[config.mk]
export PLATFORM = sky130hd
export DESIGN_NAME = rom_port_arbiter
export DESIGN_NICKNAME = d
export VERILOG_FILES = /design/src/rtl/rom_arb_pkg.sv /design/src/rtl/rom_arb_grant.sv /design/src/rtl/rom_port_arbiter.sv
export SDC_FILE = /design/constraint.sdc
export NUM_CORES = 1
export LEC_CHECK = 0
export ABC_AREA = 1
export CORE_ASPECT_RATIO = 0.8
export CORE_MARGIN = 4
export CORE_UTILIZATION = 38
export CTS_BUF_LIST = sky130_fd_sc_hd__clkbuf_2
export DETAILED_ROUTE_END_ITERATION = 8
export PLACE_DENSITY = 0.82
export SLEW_MARGIN = 40
export SYNTH_ARGS = -nofsm -noshare
export SYNTH_HDL_FRONTEND = slang
export SYNTH_SLANG_ARGS = --single-unit
[constraint.sdc]
create_clock -name clk -period 2.48 [get_ports clk]
set_input_delay 0.62 -clock clk [delete_from_list [all_inputs] [get_ports clk]]
set_output_delay 0.62 -clock clk [all_outputs]
set_load 0.05 [all_outputs]
[src/rtl/rom_arb_pkg.sv]
// rom_arb_pkg: shared port/response types and the ROM window decode helper.
package rom_arb_pkg;
  typedef enum logic {PORT_I, PORT_D} rom_port_e;
  typedef struct packed {logic valid; logic err; logic [31:0] data;} rom_resp_t;
  function automatic logic rom_in_range(input logic [31:0] addr, input logic [31:0] base, input logic [31:0] bytes);
    logic [31:0] off;
    off = addr - base;
    return addr[1:0] == 2'b00 && addr >= base && off < bytes;
  endfunction
endpackage

[src/rtl/rom_arb_grant.sv]
// rom_arb_grant: one-hot grant between I and D; round-robin when ROM_ARB_RR_EN is defined, else D over I.
module rom_arb_grant
  import rom_arb_pkg::*;
(
  input  logic      clk,
  input  logic      rst,
  input  logic      elig_i,
  input  logic      elig_d,
  output logic      gnt_i,
  output logic      gnt_d,
  output rom_port_e ptr
);
`ifdef ROM_ARB_RR_EN
  // ptr holds the last granted port; a tie goes to the other one
  assign gnt_d = elig_d & (~elig_i | ptr == PORT_I);
  assign gnt_i = elig_i & ~gnt_d;
  always_ff @(posedge clk) begin
    if (rst) ptr <= PORT_I;
    else if (gnt_i | gnt_d) ptr <= gnt_d ? PORT_D : PORT_I;
  end
`else
  logic unused_clk_rst;
  assign unused_clk_rst = clk | rst;
  assign gnt_d = elig_d;
  assign gnt_i = elig_i & ~elig_d;
  assign ptr = PORT_I;
`endif
endmodule

[src/rtl/rom_port_arbiter.sv]
// rom_port_arbiter: shares one combinational ROM between fetch (I) and load (D) ports; ROM_ARB_RR_EN selects round-robin.
module rom_port_arbiter
  import rom_arb_pkg::*;
#(
  parameter logic [31:0] ROM_BASE  = 32'h0000_0000,
  parameter int unsigned ROM_BYTES = 256
) (
  input  logic        clk,
  input  logic        rst,
  input  logic        i_req_valid,
  output logic        i_req_ready,
  input  logic [31:0] i_req_addr,
  output logic        i_resp_valid,
  input  logic        i_resp_ready,
  output logic [31:0] i_resp_data,
  output logic        i_resp_err,
  input  logic        d_req_valid,
  output logic        d_req_ready,
  input  logic [31:0] d_req_addr,
  output logic        d_resp_valid,
  input  logic        d_resp_ready,
  output logic [31:0] d_resp_data,
  output logic        d_resp_err,
  output logic [31:0] rom_addr,
  input  logic [31:0] rom_data
);
  rom_resp_t i_slot, d_slot, resp;
  logic elig_i, elig_d, gnt_i, gnt_d;
  logic [31:0] addr, off;
  rom_port_e unused_ptr;
  assign elig_i = i_req_valid & (~i_slot.valid | i_resp_ready);
  assign elig_d = d_req_valid & (~d_slot.valid | d_resp_ready);
  rom_arb_grant u_grant (
    .clk    (clk),
    .rst    (rst),
    .elig_i (elig_i),
    .elig_d (elig_d),
    .gnt_i  (gnt_i),
    .gnt_d  (gnt_d),
    .ptr    (unused_ptr)
  );
  always_comb begin
    addr = gnt_d ? d_req_addr : i_req_addr;
    off = addr - ROM_BASE;
    rom_addr = (gnt_i | gnt_d) ? (off & 32'hffff_fffc) : 32'h0;
    resp.valid = 1'b1;
    resp.err = ~rom_in_range(addr, ROM_BASE, 32'(ROM_BYTES));
    resp.data = resp.err ? 32'h0 : rom_data;
  end
  // a grant refills the slot even while it drains, giving back-to-back responses
  always_ff @(posedge clk) begin
    if (rst) begin
      i_slot <= '0;
      d_slot <= '0;
    end else begin
      if (gnt_i) i_slot <= resp;
      else if (i_resp_ready) i_slot.valid <= 1'b0;
      if (gnt_d) d_slot <= resp;
      else if (d_resp_ready) d_slot.valid <= 1'b0;
    end
  end
  assign i_req_ready  = gnt_i;
  assign d_req_ready  = gnt_d;
  assign i_resp_valid = i_slot.valid;
  assign i_resp_err   = i_slot.err;
  assign i_resp_data  = i_slot.data;
  assign d_resp_valid = d_slot.valid;
  assign d_resp_err   = d_slot.err;
  assign d_resp_data  = d_slot.data;
endmodule

==> impl_metrics.ini, run 1 <==
[cts]
clkSinkCount = 68
worst_skew_pair.late_latency_ps = 470
cts_buffers = 9
htreeDepth = 3
cts_max_path_buffers = 2
cts_tree = built
cts.clk_slew.worst_paths_ps = 180
clk_root_buffer_cell = sky130_fd_sc_hd__clkbuf_2
hold_buffers = 0

[synth]
synth-edff-count = 0
synth-warning-count = 0
async_flop_share_pct = 0
synthFlopType = sky130_fd_sc_hd__dfxtp_1
synth_cells = 436
synth_cell_types = 27
synth_top_area_cell = sky130_fd_sc_hd__dfxtp_1
syn_avg_cell_area_um2 = 7.64
synth_seq_cells = 68
yosys-top-cells-area = sky130_fd_sc_hd__dfxtp_1 41%, sky130_fd_sc_hd__a21oi_1 11%, sky130_fd_sc_hd__o21ai_0 9.3%
synth_sequential_area_ratio_pct = 40.8
synthDominantCellAreaShare_pct = 40.8
synth_area_um2 = 3330

[die]
floorplan.die.width_um = 113
dieHeight_um = 91.8
cell_rows = 30
top_level_ports = 204
core_um2 = 8520
floorplan.die_area_um2 = 10300
initial_core_util_pct = 39.1

[place]
gp_routability_congestion = 0.826
buffer_ports.inserted = 201
place.detailed.hpwl_um = 9380

[sta]
setup_viol_count_final = 0
timing.final.max_slew_violations = 0
fmax_ghz = 0.414
worst_clock_skew_ps = 7.60
rsz0062_at_grt = no
fraction_of_the_cycle_the_final_worst_path_needs_pct = 97.3
final-hold-violation-count = 0
tns_ps = 0
final_period_minus_worst_setup_slack_ps = 2410
slew_headroom_pct = 62.9
worstMarginPinSlew_ps = 555

[cells_and_area]
syn2layout_area_growth_pct = 91.8
layout.nets = 750
area.sequential_um2 = 1360
most-common-layout-cells = 166 x sky130_fd_sc_hd__clkdlybuf4s50_1, 67 x sky130_fd_sc_hd__dfxtp_1, 66 x sky130_fd_sc_hd__a21oi_1
total_area_of_multi_input_combinational_cells_um2 = 1900
fillerInstances = 564
final_layout_size_suffix_gt1_share_pct = 24.3
num_antenna_cells = 0
layout.cells.most_common = sky130_fd_sc_hd__clkdlybuf4s50_1

[job]
max_cap_violations = 0

[critical_path]
worstSetupStartpointType = input port
setup.worst_path.end_class = primary output
critical_path_data_required_time_ps = 1860
worstPathMaxFanout = 8
cp_data_arrival_time_ps = 1790
critPathKind = in2out

[routing]
route.detailed.wl_per_inst_um = 17.0
drt_iter0_markers = 275
firstDrtPassIters = 5
routed_wl_um = 13000
post_drt_via_cell_ratio = 5.21
vias = 3988
remaining_drc_errors = 0
number_of_nets_with_antenna_violations_after_detailed_routing = 0

[power]
ir_worst_vdd_mv = 0.380
post-layout-total-power_mw = 3.33
pleak_nw = 2.54
pwr_cell_area_nw_per_um2 = 521

[global_route]
global_route_wire_length_before_repair_um = 20900
grt_start_max_net_pins = 45
overflow = 0
antenna_violations_before_repair = 0
grtUsageTotal_pct = 24.9
grt_pass1_vias = 4120

[min_path]
worstHoldPathType = reg2reg

[status]
outcome = completed
[Yosys cell counts (3+ instances only)]
master,count
sky130_fd_sc_hd__nand3_2,23
sky130_fd_sc_hd__buf_6,6
sky130_fd_sc_hd__nand3_1,17
sky130_fd_sc_hd__nand4_1,4
sky130_fd_sc_hd__nand3b_1,9
sky130_fd_sc_hd__buf_4,6
sky130_fd_sc_hd__o21ai_2,3
sky130_fd_sc_hd__o21ai_0,62
sky130_fd_sc_hd__clkbuf_1,20
sky130_fd_sc_hd__nor2_1,27
sky130_fd_sc_hd__a22o_1,6
sky130_fd_sc_hd__nand2_2,3
sky130_fd_sc_hd__a21oi_1,76
sky130_fd_sc_hd__dfxtp_1,68
sky130_fd_sc_hd__inv_1,24
sky130_fd_sc_hd__nand2_1,65
[critical path, cell delays in order]
cell and delay (ps):
sky130_fd_sc_hd__clkdlybuf4s50_1 500, sky130_fd_sc_hd__nand2_4 80, sky130_fd_sc_hd__nand2_4 90, sky130_fd_sc_hd__inv_8 60, sky130_fd_sc_hd__buf_16 150, sky130_fd_sc_hd__a21oi_4 140
sky130_fd_sc_hd__buf_12 150
[layer usage]
metal | global-route usage, % | routed length (µm) | up-vias
met5 | 0 | 0 | -
met4 | 9.11 | 357 | 0
met3 | 6.20 | 910 | 30
met2 | 44.3 | 6810 | 205
met1 | 28.9 | 4940 | 1849
li1 | - | - | 1904
[stage by stage]
step | utilization (%) | instance area (µm²) | worst slack (ps) | hold slack (ps) | std cells
finish | 75.0 | 6390 | 66.8 | 485 | 765
global route | 75.0 | 6390 | 4.92 | 510 | 765
CTS | 74.8 | 6380 | 3.42 | 490 | 764
detailed placement | 69.0 | 5880 | -270 | 469 | 743
global placement | 69.0 | 5880 | -196 | 457 | 743
floorplan | - | 3370 | -217 | 686 | 437
[state kept, by name (all words and copies together), names as in the netlist]
| signal | count |
|---|---|
| d_resp_data | 32 |
| d_resp_valid | 1 |
| d_resp_err | 1 |
| i_resp_data | 32 |
| i_resp_valid | 1 |
| i_resp_err | 1 |
[repair_timing]
item / CTS / global route
setup endpoints to repair: 32 / 30
hold endpoints to repair: 0 / 0
pin swaps: 3 / 5
setup buffers: 3 / 1
gates cloned: 2 / 0
gates resized for setup: 68 / 3
[layout make-up]
type | count | share of cell area [%]
multi-input cells | 305 | 29.7
clock inverters | 6 | 1.39
repair buffers | 238 | 42.9
clock buffers | 10 | 0.783
well taps | 112 | 2.19
inverters | 26 | 1.76
flip-flops and latches | 68 | 21.3
[power by group]
| group | internal (mW) | switching [mW] |
|---|---|---|
| clock | 0.337 | 0.406 |
| sequential | 1.16 | 0.0376 |
| combinational | 0.594 | 0.792 |
[worst paths after layout]
kind              slack [ps]  depth (start not counted)                    startpoint                            to
setup / recovery          70                          7                   i_req_valid                  rom_addr[22]
hold / removal           490                          2  i_resp_data[10]$_SDFFE_PP0P_  i_resp_data[10]$_SDFFE_PP0P_
setup reg to reg         420                         12     d_resp_valid$_SDFFE_PP0P_  i_resp_data[31]$_SDFFE_PP0P_
hold reg to reg          490                          2  i_resp_data[10]$_SDFFE_PP0P_  i_resp_data[10]$_SDFFE_PP0P_
[logic make-up (layout without fill, tap and decap cells)]
group	count (synthesis)	count (layout)	share of synthesized area (%)
compound gates	149	149	23.4
buf+inv	64	280	9.99
flops	68	68	40.8
other cells	1	2	0.113
simple gates	154	154	25.7
No activity file was read; power rests on OpenSTA's default activity.
==> run 2: changes to the inputs <==
--- a/constraint.sdc
+++ b/constraint.sdc
@@ -3,2 +3,2 @@
 set_output_delay 0.62 -clock clk [all_outputs]
-set_load 0.05 [all_outputs]
+set_load 0.1 [all_outputs]
==> impl_metrics.ini, run 2 (synthesis results as in run 1) <==
[status]
outcome = completed

[sta]
rsz0062_at_grt = yes
final_critical_path_setup_slack_ps = 52.1
fraction_of_the_cycle_the_final_worst_path_needs_pct = 97.9
tns_ps = 0
setup_viol_count_final = 0
timing.final.max_slew_violations = 0
final_period_minus_worst_setup_slack_ps = 2430
slew_headroom_pct = 66.3
worst_clock_skew_ps = 27.8
whs_ps = 487
final-hold-violation-count = 0
fmax_ghz = 0.412
worstMarginPinSlew_ps = 505

[critical_path]
critPathKind = in2out
worstSetupStartpointType = input port
worstPathMaxFanout = 8
cpMostUsedCell = sky130_fd_sc_hd__buf_12
setup.worst_path.end_class = primary output
cpMaxStageDelayCell = sky130_fd_sc_hd__dlygate4sd2_1
timing.critical_path.cells = dlygate4sd2_1 -> inv_2 -> nand2_4 -> nand2_8 -> inv_8 -> nor2_4 -> buf_12 -> buf_8 -> buf_12
critical_path_data_required_time_ps = 1860
critical-path-max-stage-delay_ps = 250
cp_data_arrival_time_ps = 1810

[cells_and_area]
number_of_cells_in_the_finished_layout_apart_from_fillers = 765
most-common-layout-cells = 97 x sky130_fd_sc_hd__clkdlybuf4s50_1, 85 x sky130_fd_sc_hd__buf_4, 66 x sky130_fd_sc_hd__a21oi_1, 66 x sky130_fd_sc_hd__dfxtp_1, 61 x sky130_fd_sc_hd__o21ai_0
final_layout_size_suffix_gt1_share_pct = 37.5
layout.nets = 750
syn2layout_area_growth_pct = 93.2
design_area_um2 = 6440
fillerInstances = 595
layout.cells.most_common = sky130_fd_sc_hd__clkdlybuf4s50_1
num_antenna_cells = 0

[place]
gp_routability_congestion = 0.799
dp_worst_setup_slack_ps = -235
placedCellCount = 739
buffer_ports.inserted = 201
dpl_cell_area_um2 = 5990
place.detailed.hpwl_um = 9150

[routing]
routed_wl_um = 12700
drt_iter0_markers = 205
met1_length_um = 5010
route.detailed.wl_per_inst_um = 16.7
firstDrtPassIters = 5
wl_met2_um = 6570
remaining_drc_errors = 0
post_drt_via_cell_ratio = 5.09
vias = 3896
number_of_nets_with_antenna_violations_after_detailed_routing = 0
highest_layer = met4
met3RoutedLength_um = 857

[cts]
htreeDepth = 3
clkSinkCount = 68
cts_buffers = 9
cts.clk_slew.worst_paths_ps = 200
cts_tree = built
worst_skew_pair.late_latency_ps = 490
cts_max_path_buffers = 2
clk_root_buffer_cell = sky130_fd_sc_hd__clkbuf_2

[global_route]
overflow = 0
antenna_violations_before_repair = 0
global_route_wire_length_before_repair_um = 19900
grtUsageTotal_pct = 23.7
grt_pass1_vias = 3994
grt_start_max_net_pins = 61

[die]
core_um2 = 8520
dieHeight_um = 91.8
cell_rows = 30
initial_core_util_pct = 39.1
floorplan.die.width_um = 113
floorplan.die_area_um2 = 10300
top_level_ports = 204

[power]
ir_worst_vdd_mv = 0.432
pleak_nw = 2.73
pwr_cell_area_nw_per_um2 = 577

[job]
max_cap_violations = 0

[min_path]
worstHoldPathType = reg2reg
run 2: metal layers:
layer | global-route usage (%) | up-vias
li1 | - | 1900
met1 | 28.1 | 1819
met2 | 41.6 | 149
met3 | 5.87 | 28
met4 | 8.11 | 0
met5 | 0 | -
run 2: stage by stage:
stage	util (%)	power [mW]
6_report	75.6	3.72
5_1_grt	75.6	3.85
4_1_cts	75.2	3.73
3_5_place_dp	70.3	3.02
3_3_place_gp	70.3	3.00
2_1_floorplan	-	2.41
run 2: power by group:
group | internal [mW] | switching [mW]
Combinational | 0.625 | 1.26
Sequential | 1.16 | 0.0362
Clock | 0.228 | 0.403
Total | 2.02 | 1.70
run 2: worst paths after layout:
path,depth (start not counted),endpoint,from,slack (ps)
worst min-delay path,2,i_resp_data[10]$_SDFFE_PP0P_,i_resp_data[10]$_SDFFE_PP0P_,490
worst min register to register,2,i_resp_data[10]$_SDFFE_PP0P_,i_resp_data[10]$_SDFFE_PP0P_,490
worst max register to register,12,i_resp_data[9]$_SDFFE_PP0P_,d_resp_valid$_SDFFE_PP0P_,430
worst max-delay path,9,i_req_ready,d_resp_ready,50
run 2: critical path, delay by kind of cell:
family / cells / cell delay, ps
buffers and inverters: 6 / 830
and+or+nand+nor: 3 / 340
run 2: repair_timing:
action | CTS | global route
gates cloned | 5 | 1
resized for setup | 33 | 21
buffers inserted | 8 | 4
pin swaps | 16 | 16
hold buffers | 0 | 0
endpoints found under the hold margin | 0 | 0
setup endpoints to repair | 31 | 25
run 2: final cells by class:
| cell class | instances | area (µm²) | area share [%] |
|---|---|---|---|
| inverters | 26 | 113 | 1.75 |
| multi-input cells | 305 | 2010 | 31.2 |
| repair buffers | 238 | 2700 | 41.9 |
| well taps | 112 | 140 | 2.18 |
| flip-flops and latches | 68 | 1370 | 21.2 |
| clock buffers | 9 | 45.0 | 0.699 |
| clock inverters | 7 | 66.3 | 1.03 |
==> run 3: changes to the inputs <==
HOLD_SLACK_MARGIN = 0.08   (was unset)
==> results of run 3 <==
Same layout as run 2: the final DEF is identical, and so are final timing and power.
==> RTL edit, RTL diff (flow settings as in run 2) <==
The parameter `ROM_BYTES` goes from 256 to 128.
--- a/src/rtl/rom_port_arbiter.sv
+++ b/src/rtl/rom_port_arbiter.sv
@@ -4,5 +4,5 @@
 #(
   parameter logic [31:0] ROM_BASE  = 32'h0000_0000,
-  parameter int unsigned ROM_BYTES = 256
+  parameter int unsigned ROM_BYTES = 128
 ) (
   input  logic        clk,
Formal check against the unedited RTL: not equivalent (a bounded check fails within 4 cycles, from zero or initial values and one cycle with rst high).
==> RTL edit against run 2 <==
Setup slack got worse by 0.015 ns; wire length increased by 0.42%; area after synthesis decreased by 0.30%; final cell count increased by 0.52%; clock power increased by 20%; total power increased by 2.0%; design area decreased by 2.5%; sequential cell count unchanged; critical endpoint is now rom_addr[3].
==> RTL edit: results (changes against run 2) <==
* Metal-1 WL at 5.05 mm (was 5.01 mm)
* Area contributors post-synth: dfxtp_1, a21oi_1, o21ai_0 (unchanged)
* WL met3 at 720 um (was 857 um)
* Synth Cell Area at 3320 um^2 (was 3330 um^2)
* NonClk Buf Share at 40.7% (was 41.9%)
* Register area share after synthesis at 41.0% (was 40.8%)
* Combinational power at 1830 uW (was 1890 uW)
* Xor/xnor cell area share of the yosys netlist at 0% (unchanged)
* LEAKAGE at 0.00268 uW (was 0.00273 uW)
* Final non-filler cell total at 769 (was 765)
* Routed met2 length at 6.81 mm (was 6.57 mm)
* CTS clk-pin slew, worst paths at 0.18 ns (was 0.20 ns)
* Synth warn at 0 (unchanged)
* Clk buf depth at 2 (unchanged)
* Clk_lat worst skew at 0.52 ns (was 0.49 ns)
* Post-DP HPWL at 9.78 mm (was 9.15 mm)
* Total GRT Usage at 24.2% (was 23.7%)
* Comb_multi_in at 308 (was 305)
* VDD IR max at 0.332 mV (was 0.432 mV)
* Synthesized area per cell at 7.57 um^2 (was 7.64 um^2)
* Dpl cells at 746 (was 739)
* Num sequential at 68 (unchanged)
* Top post-synthesis cells by count: a21oi_1, dfxtp_1, nand2_1 (unchanged)
* Slowest cell on crit path: clkdlybuf4s15_2 (was dlygate4sd2_1)
* Non-clock inverter count in the final layout at 27 (was 26)
* Post-CTS setup buffer count at 7 (was 8)
* Crit Path Max Fanout at 6 (was 8)
* PD cells at 604 nW/um^2 (was 577 nW/um^2)
* H-tree depth at 3 (unchanged)
* Clock Tree Root: clkbuf_2 (unchanged)
* Syn-to-layout area delta at 88.9% (was 93.2%)
* Clock-cell share of area at 2.29% (was 1.73%)
* Layout cell share with drive strength beyond 1 at 37.1% (was 37.5%)
* Initial DRC count at 211 (was 205)
* CTS resizes at 22 (was 33)
* 1st-pass router iterations at 4 (was 5)
* Sequential portion of the cell area at 21.8% (was 21.2%)
* Post-place setup slack at -0.333 ns (was -0.235 ns)
* Psw at 1700 uW (about the same)
* First-pass GRT wire length at 20.3 mm (was 19.9 mm)
* Top sig layer: met4 (unchanged)
* Via-per-instance ratio at 5.09 (about the same)
* Crit-path max cell delay at 0.26 ns
* Largest net degree at the start of global routing at 61 (unchanged)
* Routed WL at 12.8 mm (was 12.7 mm)
* Met2 usage at 43.8% (was 41.6%)
* Synth cell types at 26 (was 27)
* CLK BUF at 9 (unchanged)
* Placed Area at 5950 um^2 (was 5990 um^2)
* Fin Clk Skew at 0.0116 ns (was 0.0278 ns)
* Fillers at 585 (was 595)
* Final GP Congestion at 0.846 (was 0.799)
* Met1 Usage GRT at 28.5% (was 28.1%)
* Area of the multi-input gates at 1970 um^2 (was 2010 um^2)
* GR Util met3 at 6.33% (was 5.87%)
* Vias in the first global route at 3919 (was 3994)
* Synth Area in Compound Gates at 23.1% (was 23.4%)
* Status: complete, no violations (unchanged)
* Antenna violations before repair at 0 (unchanged)
-- RTL edit: cell types whose count changed in the layout (fill, tap and decap cells not counted), moves of 3 or more --
cell,change
buf_16,-3
o21ai_2,+3
buf_12,-6
nor2_4,+4
nand2_1,+6
nand2_4,-3
nand2_2,-3
buf_4,+7
-- RTL edit: worst paths after layout --
path,start,endpoint,slack [ns],depth (start not counted)
worst max-delay path,d_req_valid,rom_addr[3],0.04,8
worst min-delay path,i_resp_data[12]$_SDFFE_PP0P_,i_resp_data[12]$_SDFFE_PP0P_,0.48,2
worst max register to register,d_resp_valid$_SDFFE_PP0P_,d_resp_data[9]$_SDFFE_PP0N_,0.27,13
worst min register to register,i_resp_data[12]$_SDFFE_PP0P_,i_resp_data[12]$_SDFFE_PP0P_,0.48,2
-- RTL edit: cell families (layout without fill, tap and decap cells) --
kind of cell,count (synthesis),in the layout
compound gates,148,148
simple gates,157,158
flops,68,68
buf+inv,65,281
other cells,1,2
